## src/rtl/tree_arb_pkg.sv

```systemverilog
// Shared types and constants for the round-robin tree reduction arbiter.
package tree_arb_pkg;

    localparam int unsigned TREE_LATENCY = 3;
    // Wide enough for the largest supported requester count (8).
    localparam int unsigned TAG_ID_W     = 3;

    typedef enum logic [1:0] {
        StRun,
        StDrain,
        StHalt
    } state_e;

    typedef struct packed {
        logic                valid;
        logic [TAG_ID_W-1:0] id;
    } tag_t;

endpackage

```

## src/rtl/tree_arbiter_if.sv

```systemverilog
// Request, reduction-unit and response signals of the tree arbiter.
interface tree_arbiter_if #(
    parameter int unsigned N_REQ = 4
);
    localparam int unsigned ID_W = $clog2(N_REQ);

    logic [N_REQ-1:0]    req_valid;
    logic [N_REQ*16-1:0] req_data;
    logic [N_REQ-1:0]    req_ready;
    logic [15:0]         tree_a;
    logic                tree_b;
    logic                resp_valid;
    logic [ID_W-1:0]     resp_id;
    logic                resp_data;
    logic                drain;
    logic                drained;
    logic                busy;

    modport slave (
        input  req_valid, req_data, tree_b, drain,
        output req_ready, tree_a, resp_valid, resp_id, resp_data, drained, busy
    );

    modport master (
        output req_valid, req_data, tree_b, drain,
        input  req_ready, tree_a, resp_valid, resp_id, resp_data, drained, busy
    );

endinterface

```

## src/rtl/rr_picker.sv

```systemverilog
// Combinational round-robin select: first valid requester at or after ptr, wrapping.
module rr_picker #(
    parameter int unsigned N_REQ = 4,
    parameter int unsigned ID_W  = $clog2(N_REQ)
) (
    input  logic [N_REQ-1:0] valid_i,
    input  logic [ID_W-1:0]  ptr_i,
    output logic [N_REQ-1:0] gnt_o,
    output logic [ID_W-1:0]  id_o
);

    always_comb begin
        logic [ID_W:0]   sum;
        logic [ID_W-1:0] idx;
        gnt_o = '0;
        id_o  = '0;
        sum   = '0;
        idx   = '0;
        // Walk from the farthest offset inward so the nearest valid requester is written last.
        for (int k = int'(N_REQ) - 1; k >= 0; k--) begin
            sum = {1'b0, ptr_i} + (ID_W+1)'(k);
            if (sum >= (ID_W+1)'(N_REQ)) begin
                sum = sum - (ID_W+1)'(N_REQ);
            end
            idx = sum[ID_W-1:0];
            if (valid_i[idx]) begin
                gnt_o      = '0;
                gnt_o[idx] = 1'b1;
                id_o       = idx;
            end
        end
    end

endmodule

```

## src/rtl/tree_arbiter.sv

```systemverilog
// Round-robin scheduler sharing one pipelined reduction unit, with tagged responses and drain.
// Optional per-requester saturating grant counters when TREE_ARB_PERF_EN is defined.
module tree_arbiter
    import tree_arb_pkg::*;
#(
    parameter int unsigned N_REQ   = 4,
    parameter int unsigned LATENCY = TREE_LATENCY
) (
    input logic                 clk,
    input logic                 rst,
    tree_arbiter_if.slave       bus
`ifdef TREE_ARB_PERF_EN
    ,
    output logic [N_REQ*16-1:0] perf_grants
`endif
);

    localparam int unsigned ID_W = $clog2(N_REQ);

    state_e           state_q;
    logic             drained_q;
    logic [ID_W-1:0]  ptr_q, ptr_d;
    logic [N_REQ-1:0] pick_oh, gnt;
    logic [ID_W-1:0]  pick_id;
    logic             gnt_en, gnt_any;
    tag_t             tag_q [LATENCY];
    logic             busy, upstream_busy;
    logic             unused_tag_id;

    rr_picker #(
        .N_REQ (N_REQ),
        .ID_W  (ID_W)
    ) u_picker (
        .valid_i (bus.req_valid),
        .ptr_i   (ptr_q),
        .gnt_o   (pick_oh),
        .id_o    (pick_id)
    );

    assign gnt_en  = (state_q == StRun) && !bus.drain;
    assign gnt     = gnt_en ? pick_oh : '0;
    assign gnt_any = |gnt;
    assign ptr_d   = (pick_id == ID_W'(N_REQ - 1)) ? '0 : pick_id + 1'b1;

    always_comb begin
        bus.tree_a = '0;
        for (int i = 0; i < int'(N_REQ); i++) begin
            if (gnt[i]) bus.tree_a = bus.req_data[16*i +: 16];
        end
    end

    // Stages before the last decide whether anything is still on its way to the response port.
    always_comb begin
        upstream_busy = 1'b0;
        for (int i = 0; i < int'(LATENCY) - 1; i++) begin
            upstream_busy = upstream_busy | tag_q[i].valid;
        end
        busy = upstream_busy | tag_q[LATENCY-1].valid;
    end

    always_ff @(posedge clk) begin
        if (rst) begin
            ptr_q <= '0;
            for (int i = 0; i < int'(LATENCY); i++) tag_q[i] <= '0;
        end else begin
            if (gnt_any) ptr_q <= ptr_d;
            tag_q[0] <= '{valid: gnt_any, id: TAG_ID_W'(pick_id)};
            for (int i = 1; i < int'(LATENCY); i++) tag_q[i] <= tag_q[i-1];
        end
    end

    // HALT is entered as the last tag reaches the output, so drained never overlaps busy.
    always_ff @(posedge clk) begin
        if (rst) begin
            state_q   <= StRun;
            drained_q <= 1'b0;
        end else begin
            unique case (state_q)
                StRun: begin
                    if (bus.drain) state_q <= StDrain;
                end
                StDrain: begin
                    if (!upstream_busy) begin
                        state_q   <= StHalt;
                        drained_q <= 1'b1;
                    end
                end
                StHalt: begin
                    if (!bus.drain) begin
                        state_q   <= StRun;
                        drained_q <= 1'b0;
                    end
                end
                default: begin
                    state_q   <= StRun;
                    drained_q <= 1'b0;
                end
            endcase
        end
    end

    assign bus.req_ready  = gnt;
    assign bus.resp_valid = tag_q[LATENCY-1].valid;
    assign bus.resp_id    = tag_q[LATENCY-1].id[ID_W-1:0];
    assign bus.resp_data  = bus.tree_b;
    assign bus.drained    = drained_q;
    assign bus.busy       = busy;
    assign unused_tag_id  = ^tag_q[LATENCY-1].id;

`ifdef TREE_ARB_PERF_EN
    logic [15:0] perf_q [N_REQ];

    always_ff @(posedge clk) begin
        for (int i = 0; i < int'(N_REQ); i++) begin
            if (rst) begin
                perf_q[i] <= '0;
            end else if (gnt[i] && (perf_q[i] != 16'hFFFF)) begin
                perf_q[i] <= perf_q[i] + 16'd1;
            end
        end
    end

    always_comb begin
        perf_grants = '0;
        for (int i = 0; i < int'(N_REQ); i++) perf_grants[16*i +: 16] = perf_q[i];
    end
`endif

endmodule

```

## src/flat_wrapper.sv

```systemverilog
// flat-port wrapper written by rule: the top's interface ports become plain ports
module tree_arbiter_flat import tree_arb_pkg::*;
#(
    parameter int unsigned N_REQ   = 4,
    parameter int unsigned LATENCY = TREE_LATENCY
)
  (clk, rst, bus_req_valid, bus_req_data, bus_tree_b, bus_drain, bus_req_ready, bus_tree_a, bus_resp_valid, bus_resp_id, bus_resp_data, bus_drained, bus_busy);
  tree_arbiter_if #(.N_REQ(N_REQ)) bus_i ();
  input logic clk;
  input logic rst;
  input wire logic [$bits(bus_i.req_valid)-1:0] bus_req_valid;
  input wire logic [$bits(bus_i.req_data)-1:0] bus_req_data;
  input wire logic [$bits(bus_i.tree_b)-1:0] bus_tree_b;
  input wire logic [$bits(bus_i.drain)-1:0] bus_drain;
  output wire logic [$bits(bus_i.req_ready)-1:0] bus_req_ready;
  output wire logic [$bits(bus_i.tree_a)-1:0] bus_tree_a;
  output wire logic [$bits(bus_i.resp_valid)-1:0] bus_resp_valid;
  output wire logic [$bits(bus_i.resp_id)-1:0] bus_resp_id;
  output wire logic [$bits(bus_i.resp_data)-1:0] bus_resp_data;
  output wire logic [$bits(bus_i.drained)-1:0] bus_drained;
  output wire logic [$bits(bus_i.busy)-1:0] bus_busy;
  assign bus_i.req_valid = bus_req_valid;
  assign bus_i.req_data = bus_req_data;
  assign bus_i.tree_b = bus_tree_b;
  assign bus_i.drain = bus_drain;
  assign bus_req_ready = bus_i.req_ready;
  assign bus_tree_a = bus_i.tree_a;
  assign bus_resp_valid = bus_i.resp_valid;
  assign bus_resp_id = bus_i.resp_id;
  assign bus_resp_data = bus_i.resp_data;
  assign bus_drained = bus_i.drained;
  assign bus_busy = bus_i.busy;
  tree_arbiter #(.N_REQ(N_REQ), .LATENCY(LATENCY)) u_core (.clk(clk), .rst(rst), .bus(bus_i));
endmodule
```

## config.mk

```make
export PLATFORM = sky130hd
export DESIGN_NAME = tree_arbiter_flat
export DESIGN_NICKNAME = d
export VERILOG_FILES = /design/src/rtl/tree_arb_pkg.sv /design/src/rtl/tree_arbiter_if.sv /design/src/rtl/rr_picker.sv /design/src/rtl/tree_arbiter.sv /design/src/flat_wrapper.sv
export SDC_FILE = /design/constraint.sdc
export NUM_CORES = 1
export LEC_CHECK = 0
export BUFFER_PORTS_ARGS = -buffer_cell sky130_fd_sc_hd__buf_2
export CAP_MARGIN = 30
export CORE_MARGIN = 3
export CORE_UTILIZATION = 40
export DETAILED_ROUTE_END_ITERATION = 10
export PLACE_DENSITY = 0.86
export SYNTH_ARGS = -nofsm -noshare
export SYNTH_HDL_FRONTEND = slang
export SYNTH_SLANG_ARGS = --single-unit
export TNS_END_PERCENT = 100
```

## constraint.sdc

```tcl
create_clock -name clk -period 4.1 [get_ports clk]
set_input_delay 0.82 -clock clk [delete_from_list [all_inputs] [get_ports clk]]
set_output_delay 0.82 -clock clk [all_outputs]
set_load 0.02 [all_outputs]
```

**Yosys cells after proc, flatten, opt, wreduce, memory -nomap -nowiden**

Memories as Yosys holds them, arrays and structs flattened.
Cells that the tools add are included.

- Add/subtract/negate cells: 8
- $mul: 0
- Divide/modulo/power cells: 0
- Magnitude comparators: 12
- Equal/unequal tests: 6
- Shift operators: 0
- Multiplexer cells: 47
- Bitwise operators: 6
- Reduce and logical (&&, ||, !) cells: 10

Operators by type and width:

| operator | number |
|---|---|
| $mux 16 | 4 |
| $mux 4 | 8 |
| $mux 2 | 12 |
| $mux 1 | 13 |
| $lt 2x3->1 const B | 4 |
| $ge 3x3->1 const B | 3 |
| $bmux 1 s2 | 4 |
| $demux 1 s2 | 4 |
| $ge 2x1->1 const B | 4 |
| $sub 2x1->2 const B | 4 |
| $add 2x2->3 const B | 2 |
| $ne 2x2->1 const B | 3 |
| $pmux 2 s3 | 1 |
| $reduce_and 3->1 | 2 |
| $logic_and 1x1->1 | 5 |
| $or 1x1->1 | 5 |
| $eq 2x2->1 const B | 2 |
| $reduce_or 4->1 | 1 |
| $add 2x1->3 const B | 1 |
| $ge 2x3->1 const B | 1 |
| $pmux 1 s3 | 1 |
| $add 2x1->2 const B | 1 |
| $eq 2x1->1 const B | 1 |
| $logic_not 2->1 | 1 |
| other kinds (2) | 2 |

- Flip-flop bits (word level): 5
- Latch bits: 0
- Bits in writable memories: 12
- Bits in read-only memories: 0
- Logic and storage cells: 93
- Memories kept: 1

Memories:

| memory | depth | width | read ports | clocked after memory_dff | write ports | RTL line | text |
|---|---|---|---|---|---|---|---|
| u_core.tag_q | 3 | 4 | 3 | 0 | 3 | tree_arbiter.sv:26 | `tag_t tag_q [LATENCY];` |

**Logic depth before layout (Yosys ltp)**

Gate-level depths: netlist (run 1).

- Word-level depth: 16
- Gate-level depth with buffers: 14
- Depth with buffers taken out: 9

**By module**

Synthesis (run 1) repeated with hierarchy kept, for this count alone.

- Cells, all modules: 215
- Area total of the unflattened synthesis: 1706.6 um^2

By module, submodules not included:

| module | times used | cells each | area each (um^2) | seq. area each (um^2) |
|---|---|---|---|---|
| tree_arbiter | 1 | 149 | 1121.1 | 280.3 |
| rr_picker | 1 | 66 | 585.6 | 0.0 |

**Worst setup path after synthesis (run 1)**

Ideal clock, no wire load.

- Kind: reg-to-output
- Start point: register u_core.ptr_q[0]
- End point: output port bus_tree_a[0]
- Arrival time: 3.656 ns
- Required time: 3.280 ns
- Path slack: -0.376 ns
- Stages on the path, launching flop included: 14
- Cell sequence: dfxtp_1 buf_6 clkbuf_1 inv_1 ha_1 clkbuf_1 mux4_2 nor2b_1 nand4_1 o211ai_1 buf_2 clkbuf_1 nand3_1 a211oi_1

- Word-level cells in the longest chain between the ends: 16
- Elaborated cells between the ends (all ways): 52
- Classes of those cells: add/sub (7); order compare (12); mux (29); reduce/logical (4)

RTL lines:

| element | RTL line | text |
|---|---|---|
| start: declaration | tree_arbiter.sv:22 | `logic [ID_W-1:0] ptr_q, ptr_d;` |
| start signal: assignment | tree_arbiter.sv:66 | `if (gnt_any) ptr_q <= ptr_d;` |
| $add 2x2->3 | rr_picker.sv:21 | `sum = {1'b0, ptr_i} + (ID_W+1)'(k);` |
| $ge 3x3->1 / $sub 2x1->2 (equally long branches) | rr_picker.sv:22, rr_picker.sv:23 |  |
| $mux 2 | rr_picker.sv:22 | `if (sum >= (ID_W+1)'(N_REQ)) begin` |
| $lt 2x3->1 (implied by the code) / $ge 2x1->1 (equally long branches) | rr_picker.sv:28 | `gnt_o[idx] = 1'b1;` |
| $logic_and 1x1->1 (implied by the code) | rr_picker.sv:28 |  |
| $mux 1 (implied by the code) | rr_picker.sv:28 |  |
| $demux 1 s2 | rr_picker.sv:28 |  |
| $mux 4 (3 in series) | rr_picker.sv:26 | `if (valid_i[idx]) begin` |
| $mux 4 (*) | rr_picker.sv:26 |  |
| $mux 4 (*) | tree_arbiter.sv:41 | `assign gnt = gnt_en ? pick_oh : '0;` |
| net bus_req_ready[0] | flat_wrapper.sv:15 | `output wire logic [$bits(bus_i.req_ready)-1:0] bus_req_ready;` |
| $mux 16 (*) (4 in series) | tree_arbiter.sv:48 | `if (gnt[i]) bus.tree_a = bus.req_data[16*i +: 16];` |
| end: declaration | flat_wrapper.sv:16 | `output wire logic [$bits(bus_i.tree_a)-1:0] bus_tree_a;` |

The timed path passes the listed nets; every way through them passes the cells marked *. The select of a mux whose other input is x is not followed.

**Final worst setup path (run 1)**

- Start point: input port bus_req_valid[2]
- End point: output port bus_tree_a[15]

- Word-level cells in the longest chain between the ends: 11
- Elaborated cells between the ends (all ways): 17
- Classes of those cells: mux (17)

RTL lines:

| element | RTL line | text |
|---|---|---|
| start: declaration | flat_wrapper.sv:11 | `input wire logic [$bits(bus_i.req_valid)-1:0] bus_req_valid;` |
| $bmux 1 s2 | rr_picker.sv:26 |  |
| $mux 1 (implied by the code) | rr_picker.sv:26 |  |
| $mux 4 (3 in series) | rr_picker.sv:26 |  |
| $mux 4 (*) | rr_picker.sv:26 |  |
| $mux 4 (*) | tree_arbiter.sv:41 |  |
| $mux 16 (3 in series) | tree_arbiter.sv:48 |  |
| $mux 16 (*) | tree_arbiter.sv:48 |  |

Every way passes the cells marked *; elsewhere a longest branch is shown, timed or not. The select of a mux whose other input is x is not followed.

==> flow_summary_export.csv, run 1 <==
group,metric,value,unit
outcome,status,"complete, no violations",
clock_tree,cts_resized,0,
sta,min_period,3.99,ns
synth,synth_simple_gate_area_share,33.0,%
synth,ys_seq_area_share,16.4,%
pwr,power,1.45,mW
sta,post-route-period-util,97.4,%
sta,finalClockSkew,0.000902,ns
finish,final_cell_area,2370,um^2
clock_tree,path_clk_slew,0.05,ns
sta,fmax,250,MHz
placed_design,placed_cell_area,2320,um^2
global_routing,grtUsageTotal,20.2,%
drt,avgViaCountPerCell,5.68,
die,initial_core_util,42.2,%
sta,setup_tns,0,ns
job,maxCapViolCount,0,
clock_tree,cts_made_buffers,3,
finish,post-route-util,58.5,%
sta,drv_slew,0,
sta,max_slew_margin,73.3,%
synth,yosysWarningCount,0,
global_routing,grt_antenna_before_repair,0,
synth,syn_inst,235,
sta,tightest_slew,0.398,ns
clock_tree,post-cts-setup-buffers,0,
synth,synthFlopType,"dfxtp_1",
synth,synthMuxAreaShare,7.82,%
drt,drt_first_iter_violations,131,
pwr,p_per_area,610,nW/um^2
clock_tree,clock_latency,0.24,ns
clock_tree,cts_root_buf,"clkbuf_8",
pwr,vdd_ir_drop_max,0.273,mV
critical_path,critical_path.startpoint_type,"input port",
clock_tree,holdBufCountCts,0,
finish,nets,401,
synth,synth-seq-cells,14,
global_routing,grt_pass1_wl,8560,um
drt,wl_met3,364,um
die,placementRows,23,
synth,netlist-cell-type-count,48,
critical_path,r2r_cells,8,
critical_path,path_class,"input port to output port",
placed_design,dp_hpwl,4210,um
synth,synth_top_family_by_area,"simple AND/OR/NAND/NOR gates",
drt,wl_per_cell,14.9,um
clock_tree,cts_tree,"yes",
min_path,hp-start,"u_core.tag_q[0][5]",
global_routing,grt_max_degree,34,
global_routing,grt_pass1_vias,1945,
sta,worst_hold_slack,0.433,ns
critical_path,rr_startpoint,"u_core.ptr_q[1]",
synth,async_flop_share,0,%
sta,setup_violations,0,
critical_path,crit_arrival,3.17,ns
synth,synth_edf_count,0,
sta,hold_viol_final,0,
placed_design,port_buffers,95,
finish,n_antenna_cell,0,
finish,n_fill_cell,374,
min_path,min_path_cells,1,
drt,top_layer,"met4",
drt,num_vias,2107,
critical_path,cp_data_required_time,3.28,ns
drt,drt_pre_antenna_iters,6,
finish,area_delta_synth_final,38.7,%
global_routing,grt-ovfl-total,0,
die,die_y,71.4,um
finish,drive_gt1_share,43.0,%
drt,drc,0,
die,dieArea,5100,um^2
critical_path,end_kind,"output port",
sta,rsz0062_at_grt,"no",
drt,ant_nets,0,
critical_path,path_max_fanout,15,
pwr,p_leak,1.08,nW
die,pin_count,98,
drt,wirelength,5520,um
clock_tree,ctsHtreeMaxLevel,1,
drt,met2_length,2770,um
clock_tree,clock-sinks,14,
synth,syn_nets,314,
die,core-area,4060,um^2
synth,synthAdderAreaFrac,5.12,%
min_path,hp-class,"flip-flop to flip-flop",
synth,synth-compound-area-share,27.9,%
die,die_w,71.4,um
synth,synth_area,1710,um^2
clock_tree,cts_buffer_depth,2,
placed_design,place_congestion,0.869,
critical_path,crit_path_start,"bus_req_valid[2]",
drt,met1_length,2340,um
synth,syn-mean-instance-area,7.28,um^2
synth,synthXorXnorAreaFrac,0.512,%
-- worst max-delay path: stages --
cell,delay [ns]
buf_2,0.16
mux4_2,0.55
or3b_2,0.46
a211oi_1,0.21
or4_1,0.27
buf_12,0.18
a21oi_1,0.06
a211oi_2,0.25
buf_2,0.20
-- flip-flops by register name, indices dropped and copies added, names as in the netlist --
signal              count
u_core.state_q          2
u_core.ptr_q            2
u_core.bus.drained      1
u_core.tag_q            9
-- Yosys cell counts, types with 5 or more instances --
master    instances  area, um^2
a211oi_1         18         135
clkbuf_1          9        33.8
buf_2            10        50.1
dfxtp_1          14         280
mux2_2            5        56.3
nor3_1            5        25.0
nor2_1           25        93.8
inv_1            11        41.3
o21ai_0           6        30.0
ha_1              7        87.6
nand2_1           7        26.3
nand3_1          17        85.1
nor2b_1          11        68.8
nor3b_1          20         150
a21oi_1          22         110
-- metal layers --
layer  track usage, %  vias up
li1                 -     1040
met2             34.4       96
met5                0        -
met4             7.10        0
met1             26.3      963
met3             2.24        8
-- cell type report --
class,instances,area (um^2),area share (%)
timing repair buffer,105,563,23.7
inverter,11,41.3,1.74
clock buffer,4,55.1,2.32
sequential,14,280,11.8
multi-input combinational,187,1370,57.8
tap,50,62.6,2.63
-- kinds of logic after synthesis --
logic type	after synthesis
multiplexers	9
adder cells (fa/ha/maj)	7
AO/OA/AOI/OAI	69
flip-flops	14
AND/OR/NAND/NOR	101
XOR/XNOR	1
buffers and inverters	34
-- final timing paths --
path	to	slack (ns)
min reg2reg	u_core.tag_q[0][9]	0.43
max reg2reg	u_core.ptr_q[1]	1.16
max	bus_tree_a[15]	0.11
min	u_core.tag_q[0][9]	0.43
-- power breakdown --
group | internal (mW) | total [mW] | switching (mW)
sequential | 0.169 | 0.185 | 0.0161
combinational | 0.468 | 1.13 | 0.665
clock | 0.0849 | 0.131 | 0.0459
total | 0.722 | 1.45 | 0.727
-- stage by stage --
stage,instances,worst slack (ns)
CTS,371,0.0494
global route,371,0.00616
global placement,367,0.251
finish,371,0.107
detailed placement,367,0.171
floorplan,235,0.0973
-- cells in the final DEF, fill, tap and decap left out, drive strengths merged, types with 2 or more instances in the layout --
cell type	netlist	layout
a21boi	2	2
a221o	3	3
and3	2	2
mux4	3	3
a21oi	22	22
or3	2	2
a22oi	2	2
ha	7	7
buf	14	105
nand3	17	17
nor2	25	25
a31oi	2	2
or4	2	2
dfxtp	14	14
nand3b	2	2
nor3	6	6
nand2	7	7
o21ai	6	6
nor2b	11	11
mux2	5	5
inv	11	11
clkbuf	9	4
nor3b	20	20
and3b	2	2
o21a	2	2
a211oi	18	18
Note: power is estimated with default switching activity, not from simulation.
==> run 2: changes to the inputs <==
Settings changed: BUFFER_PORTS_ARGS -buffer_cell sky130_fd_sc_hd__buf_2 to unset, CORE_UTILIZATION 40 to 58, CTS_BUF_LIST set to sky130_fd_sc_hd__clkbuf_16, DONT_BUFFER_PORTS set to 1, PLACE_DENSITY 0.86 to 0.85.
==> run 2 against run 1 <==
Effect of this change:
- first-iteration DRC count rose by 1.5%
- clock skew is essentially flat
- worst hold slack got worse by 0.0013 ns
- combinational power down 12%
- critical path depth is the same
- global-route usage up 2.7 points
- total power shrank 5.9%
- worst setup slack better by 0.15 ns
- critical path type is now flip-flop to output port
- highest routed layer unchanged
==> flow_summary_export.csv, run 2 (synthesized netlist as in run 1, its figures left out) <==
group,metric,value,unit
die,placementRows,19,
pwr,p_leak,0.702,nW
clock_tree,ctsHtreeMaxLevel,1,
finish,multiInputGateArea,1380,um^2
placed_design,dp_hpwl,3390,um
pwr,switching_share,50.7,%
placed_design,port_buffers,0,
global_routing,grt_pass1_wl,6570,um
critical_path,slowest_stage,"or3b_2",
outcome,status,"complete, no violations",
pwr,power_frac_comb,72.7,%
min_path,hp-class,"flip-flop to flip-flop",
finish,final_cell_mix,"25 x nor2_1, 22 x a21oi_1, 20 x nor3b_1, 17 x nand3_1, 15 x a211oi_2",
drt,drc,0,
sta,hold_viol_final,0,
pwr,p_per_area,711,nW/um^2
placed_design,place_congestion,0.905,
sta,drv_slew,0,
critical_path,slowest_delay,0.47,ns
pwr,switching_power,0.690,mW
sta,min_period,3.84,ns
job,maxCapViolCount,0,
global_routing,grt_max_degree,34,
min_path,hp-start,"u_core.tag_q[0][1]",
critical_path,rrSetupSlack,1.14,ns
clock_tree,clock-sinks,14,
min_path,holdPathEnd,"u_core.tag_q[0][5]",
finish,n_fill_cell,236,
clock_tree,path_clk_slew,0.04,ns
clock_tree,cts_buffer_depth,2,
finish,layout_commonest_cell,"nor2_1",
min_path,min_path_cells,1,
critical_path,crit_arrival,3.02,ns
clock_tree,cts_tree,"yes",
critical_path,path_class,"flip-flop to output port",
finish,reg.largest.list,"u_core.tag_q: 9 flops, u_core.ptr_q: 2 flops, u_core.state_q: 2 flops",
clock_tree,clock_latency,0.24,ns
die,dieArea,3640,um^2
finish,drive_gt1_share,19.7,%
drt,avgViaCountPerCell,6.62,
pwr,clkPwrFrac,13.2,%
critical_path,path_max_fanout,19,
placed_design,dp.cells,256,
global_routing,grt-ovfl-total,0,
drt,num_vias,1722,
pwr,intPower,0.672,mW
critical_path,end_kind,"output port",
drt,ant_nets,0,
pwr,vdd_ir_drop_max,0.575,mV
clock_tree,cts_root_buf,"clkbuf_16",
finish,layout.cells.non_filler,260,
critical_path,r2r-end,"u_core.ptr_q[1]",
sta,fmax,260,MHz
critical_path,r2r_cells,9,
placed_design,placed_cell_area,1830,um^2
drt,drt_first_iter_violations,133,
sta,finalClockSkew,0.000527,ns
finish,post-route-util,68.9,%
drt,wirelength,4580,um
finish,final_cell_area,1920,um^2
sta,post-route-period-util,93.7,%
drt,drt_pre_antenna_iters,4,
critical_path,critical_path.startpoint_type,"flip-flop",
pwr,seq_power_share,14.1,%
die,pin_count,98,
die,core-area,2780,um^2
finish,area_delta_synth_final,12.0,%
finish,largest_register_ffs,9,
finish,top_register,"u_core.tag_q",
finish,seq_area,280,um^2
die,initial_core_util,61.5,%
clock_tree,cts_made_buffers,3,
sta,setup_violations,0,
die,die_y,60.3,um
sta,max_slew_margin,70.2,%
critical_path,cp_data_required_time,3.28,ns
sta,tightest_slew,0.447,ns
global_routing,grt_pass1_vias,1403,
critical_path,crit_chain,"inv_1 > ha_2 > mux4_2 > or3b_2 > a211oi_1 > or4_1 > buf_4 > a21oi_1 > a211oi_2",
global_routing,grt_antenna_before_repair,0,
sta,setup_tns,0,ns
sta,rsz0062_at_grt,"no",
sta,worst_hold_slack,0.432,ns
finish,nets,309,
finish,n_antenna_cell,0,
global_routing,grtUsageTotal,22.9,%
critical_path,rr_startpoint,"u_core.ptr_q[0]",
die,die_w,60.3,um
drt,wl_per_cell,17.6,um
## run 2: changes by cell type in the layout (fill, tap and decap cells not counted), sizes merged
| cell | change |
|---|---|
| buf | -92 |
| clkbuf | -1 |
| clkinv | +1 |
## run 2: critical path, delay by kind of cell, from the launching register on
family          cells  cell delay (ns)
mux                 1             0.39
compound gates      3             0.71
fa+ha+maj           1             0.43
flops               1             0.32
simple gates        2             0.60
buf+inv             2             0.32
## run 2: routing by layer
metal / vias up / global-route usage (%) / wire length, um / share of wire [%]
li1: 852 / - / - / -
met1: 795 / 35.8 / 1950 / 43
met2: 70 / 32.4 / 2240 / 49
met3: 5 / 2.59 / 351 / 7.7
met4: 0 / 6.33 / 42 / 0.92
met5: - / 0 / 0 / 0
## run 2: power by group through the flow
stage	Combinational, mW	Sequential (mW)	Clock, mW
global route	1.08	0.197	0.187
CTS	0.973	0.193	0.185
detailed placement	0.969	0.195	0
finish	0.990	0.192	0.180
floorplan	0.811	0.196	0
global placement	0.953	0.193	0
## run 2: through the flow
| step | worst slack, ns | power [mW] |
|---|---|---|
| 6_report | 0.258 | 1.36 |
| 5_1_grt | 0.0207 | 1.46 |
| 4_1_cts | 0.190 | 1.35 |
| 3_5_place_dp | 0.357 | 1.16 |
| 3_3_place_gp | 0.458 | 1.15 |
| 2_1_floorplan | 0.0973 | 1.01 |
## run 2: layout make-up
type / count / area share [%]
multi-input cells: 187 / 72.0
flip-flops and latches: 14 / 14.6
repair buffers: 13 / 5.09
clock buffers: 3 / 3.92
inverters: 11 / 2.15
well taps: 31 / 2.02
clock inverters: 1 / 0.196
## run 2: repair_timing
item | in CTS | in global routing
gates resized for setup | 0 | 3
buffers inserted | 0 | 0
endpoints found under the setup margin | 0 | 14
hold buffers | 0 | 0
## run 2: how the worst max path moves through the flow
stage	start	endpoint	slack [ns]	depth (start not counted)
floorplan	u_core.ptr_q[0]	bus_tree_a[0]	0.1	13
detailed placement	bus_req_valid[3]	bus_tree_a[8]	0.36	8
global route	u_core.ptr_q[0]	bus_tree_a[6]	0.02	9
CTS	u_core.ptr_q[0]	bus_tree_a[8]	0.19	9
finish	u_core.ptr_q[0]	bus_tree_a[7]	0.26	9
global placement	bus_req_valid[2]	bus_tree_a[8]	0.46	7
==> run 3: changes to the inputs <==
Settings changed: REMOVE_ABC_BUFFERS set to 1.
==> run 3 against run 2 <==
Effect of this change:
- via count increased by 5.6%
- maximum frequency fell by 3.2%
- clock-buffer cell count stayed put
- worst setup slack worse by 0.13 ns
- clock skew hardly changed
- cell count rose by 6.5%
- non-clock buffer count grew 18
- sequential share of layout area fell by 0.38 points
- register-to-register slack got worse by 0.27 ns
- global-route usage up 2.0 points
- sequential cell count unchanged
- core utilization rose by 1.8 points
- highest routed layer unchanged
==> flow_summary_export.csv, run 3 (synthesized netlist as in run 1, its figures left out) <==
group,metric,value,unit
finish,nets,327,
critical_path,crit_arrival,3.15,ns
die,die_w,60.3,um
pwr,intPower,0.758,mW
drt,drt_pre_antenna_iters,4,
die,die_y,60.3,um
clock_tree,ctsHtreeMaxLevel,1,
job,maxCapViolCount,0,
clock_tree,cts_root_buf,"clkbuf_16",
finish,n_antenna_cell,0,
finish,layout_commonest_cell,"buf_4",
critical_path,end_kind,"output port",
global_routing,grt_pass1_wl,7040,um
pwr,vdd_ir_drop_max,0.514,mV
sta,worst_hold_slack,0.438,ns
sta,final.setup.worst_slack,0.130,ns
global_routing,grt_antenna_before_repair,0,
finish,post-route-util,70.8,%
pwr,switching_power,0.694,mW
outcome,status,"complete, no violations",
global_routing,grt-ovfl-total,0,
drt,drc,0,
die,placementRows,19,
critical_path,critical_path.startpoint_type,"flip-flop",
pwr,clkPwrFrac,12.4,%
finish,largest_register_ffs,9,
sta,finalClockSkew,0.00101,ns
clock_tree,clock_latency,0.24,ns
pwr,seq_power_share,13.4,%
sta,post-route-period-util,96.8,%
clock_tree,cts_tree,"yes",
critical_path,crit_chain,"inv_1 > ha_2 > mux4_2 > or3b_2 > a211oi_1 > or4_4 > buf_4 > a21oi_1 > a211oi_1 > buf_4",
global_routing,grtUsageTotal,24.9,%
die,core-area,2780,um^2
sta,hold_viol_final,0,
global_routing,grt_max_degree,34,
finish,final_cell_mix,"31 x buf_4, 25 x nor2_1, 22 x a21oi_1, 20 x nor3b_1, 18 x a211oi_1",
finish,top_register,"u_core.tag_q",
placed_design,place_congestion,0.918,
sta,min_period,3.97,ns
critical_path,slowest_delay,0.49,ns
finish,drive_gt1_share,19.9,%
placed_design,port_buffers,0,
sta,fmax,252,MHz
critical_path,cp_data_required_time,3.28,ns
pwr,power,1.45,mW
critical_path,path_max_fanout,10,
sta,setup_violations,0,
die,initial_core_util,61.5,%
pwr,power_frac_comb,74.2,%
pwr,p_per_area,738,nW/um^2
drt,wl_per_cell,17.1,um
clock_tree,holdBufCountCts,0,
placed_design,dp_hpwl,3520,um
clock_tree,path_clk_slew,0.04,ns
sta,rsz0062_at_grt,"no",
finish,area_delta_synth_final,15.0,%
drt,num_vias,1819,
drt,wirelength,4740,um
global_routing,grt_pass1_vias,1579,
die,pin_count,98,
sta,drv_slew,0,
clock_tree,clock-sinks,14,
drt,ant_nets,0,
die,dieArea,3640,um^2
clock_tree,cts_buffer_depth,2,
finish,reg.largest.list,"u_core.tag_q: 9 flops, u_core.ptr_q: 2 flops, u_core.state_q: 2 flops",
placed_design,dp_slack,0.198,ns
sta,max_slew_margin,71.4,%
drt,avgViaCountPerCell,6.57,
pwr,switching_share,47.8,%
critical_path,path_class,"flip-flop to output port",
clock_tree,cts_made_buffers,3,
critical_path,slowest_stage,"or3b_2",
drt,drt_first_iter_violations,104,
min_path,hp-class,"flip-flop to flip-flop",
pwr,p_leak,0.755,nW
sta,tightest_slew,0.419,ns
==> run 3: power groups by stage <==
stage                     clock [mW]  sequential, mW  combinational [mW]
after floorplan                    0           0.217               0.685
after global placement             0           0.194                1.02
after detailed placement           0           0.196                1.04
after CTS                      0.180           0.195                1.05
after global routing           0.188           0.198                1.17
final                          0.180           0.195                1.08
==> run 3: final timing paths <==
path                      start                 end  slack [ns]  cells past startpoint
max             u_core.ptr_q[0]      bus_tree_a[14]        0.13                     10
min          u_core.tag_q[0][0]  u_core.tag_q[0][4]        0.44                      1
max reg2reg     u_core.ptr_q[0]     u_core.ptr_q[1]        0.87                      8
min reg2reg  u_core.tag_q[0][0]  u_core.tag_q[0][4]        0.44                      1
==> run 3: final cells by class <==
| class | count | area (um^2) |
|---|---|---|
| Tap cell | 31 | 38.8 |
| Clock buffer | 3 | 75.1 |
| Fill cell | 227 | 813 |
| Inverter | 11 | 45.0 |
| Multi-Input combinational cell | 187 | 1300 |
| Sequential cell | 14 | 280 |
| Timing Repair Buffer | 31 | 233 |
==> run 3: critical path, delay by kind of cell, from the launching register on <==
kind | cells | cell delay [ns]
adder cells (fa/ha/maj) | 1 | 0.44
AO/OA/AOI/OAI | 3 | 0.60
AND/OR/NAND/NOR | 2 | 0.68
flip-flops | 1 | 0.34
buffers and inverters | 3 | 0.47
multiplexers | 1 | 0.39
==> run 3: timing repair <==
item	CTS	global route
setup buffers	0	1
gates resized for setup	0	5
setup endpoints to repair	0	16
==> run 3: stage by stage <==
stage / TNS [ns] / area, um^2 / std cells
final: 0 / 1970 / 277
after global routing: 0 / 1970 / 277
after CTS: 0 / 1950 / 276
after detailed placement: 0 / 1880 / 273
after global placement: 0 / 1880 / 273
after floorplan: -17.06 / 1590 / 212
==> run 3: metal layers <==
metal / vias to the layer above / global-route usage (%) / routed length (um)
met5: - / 0 / 0
met4: 0 / 9.18 / 40
met3: 5 / 4.54 / 418
met2: 80 / 44.1 / 2420
met1: 844 / 29.7 / 1860
li1: 890 / - / -
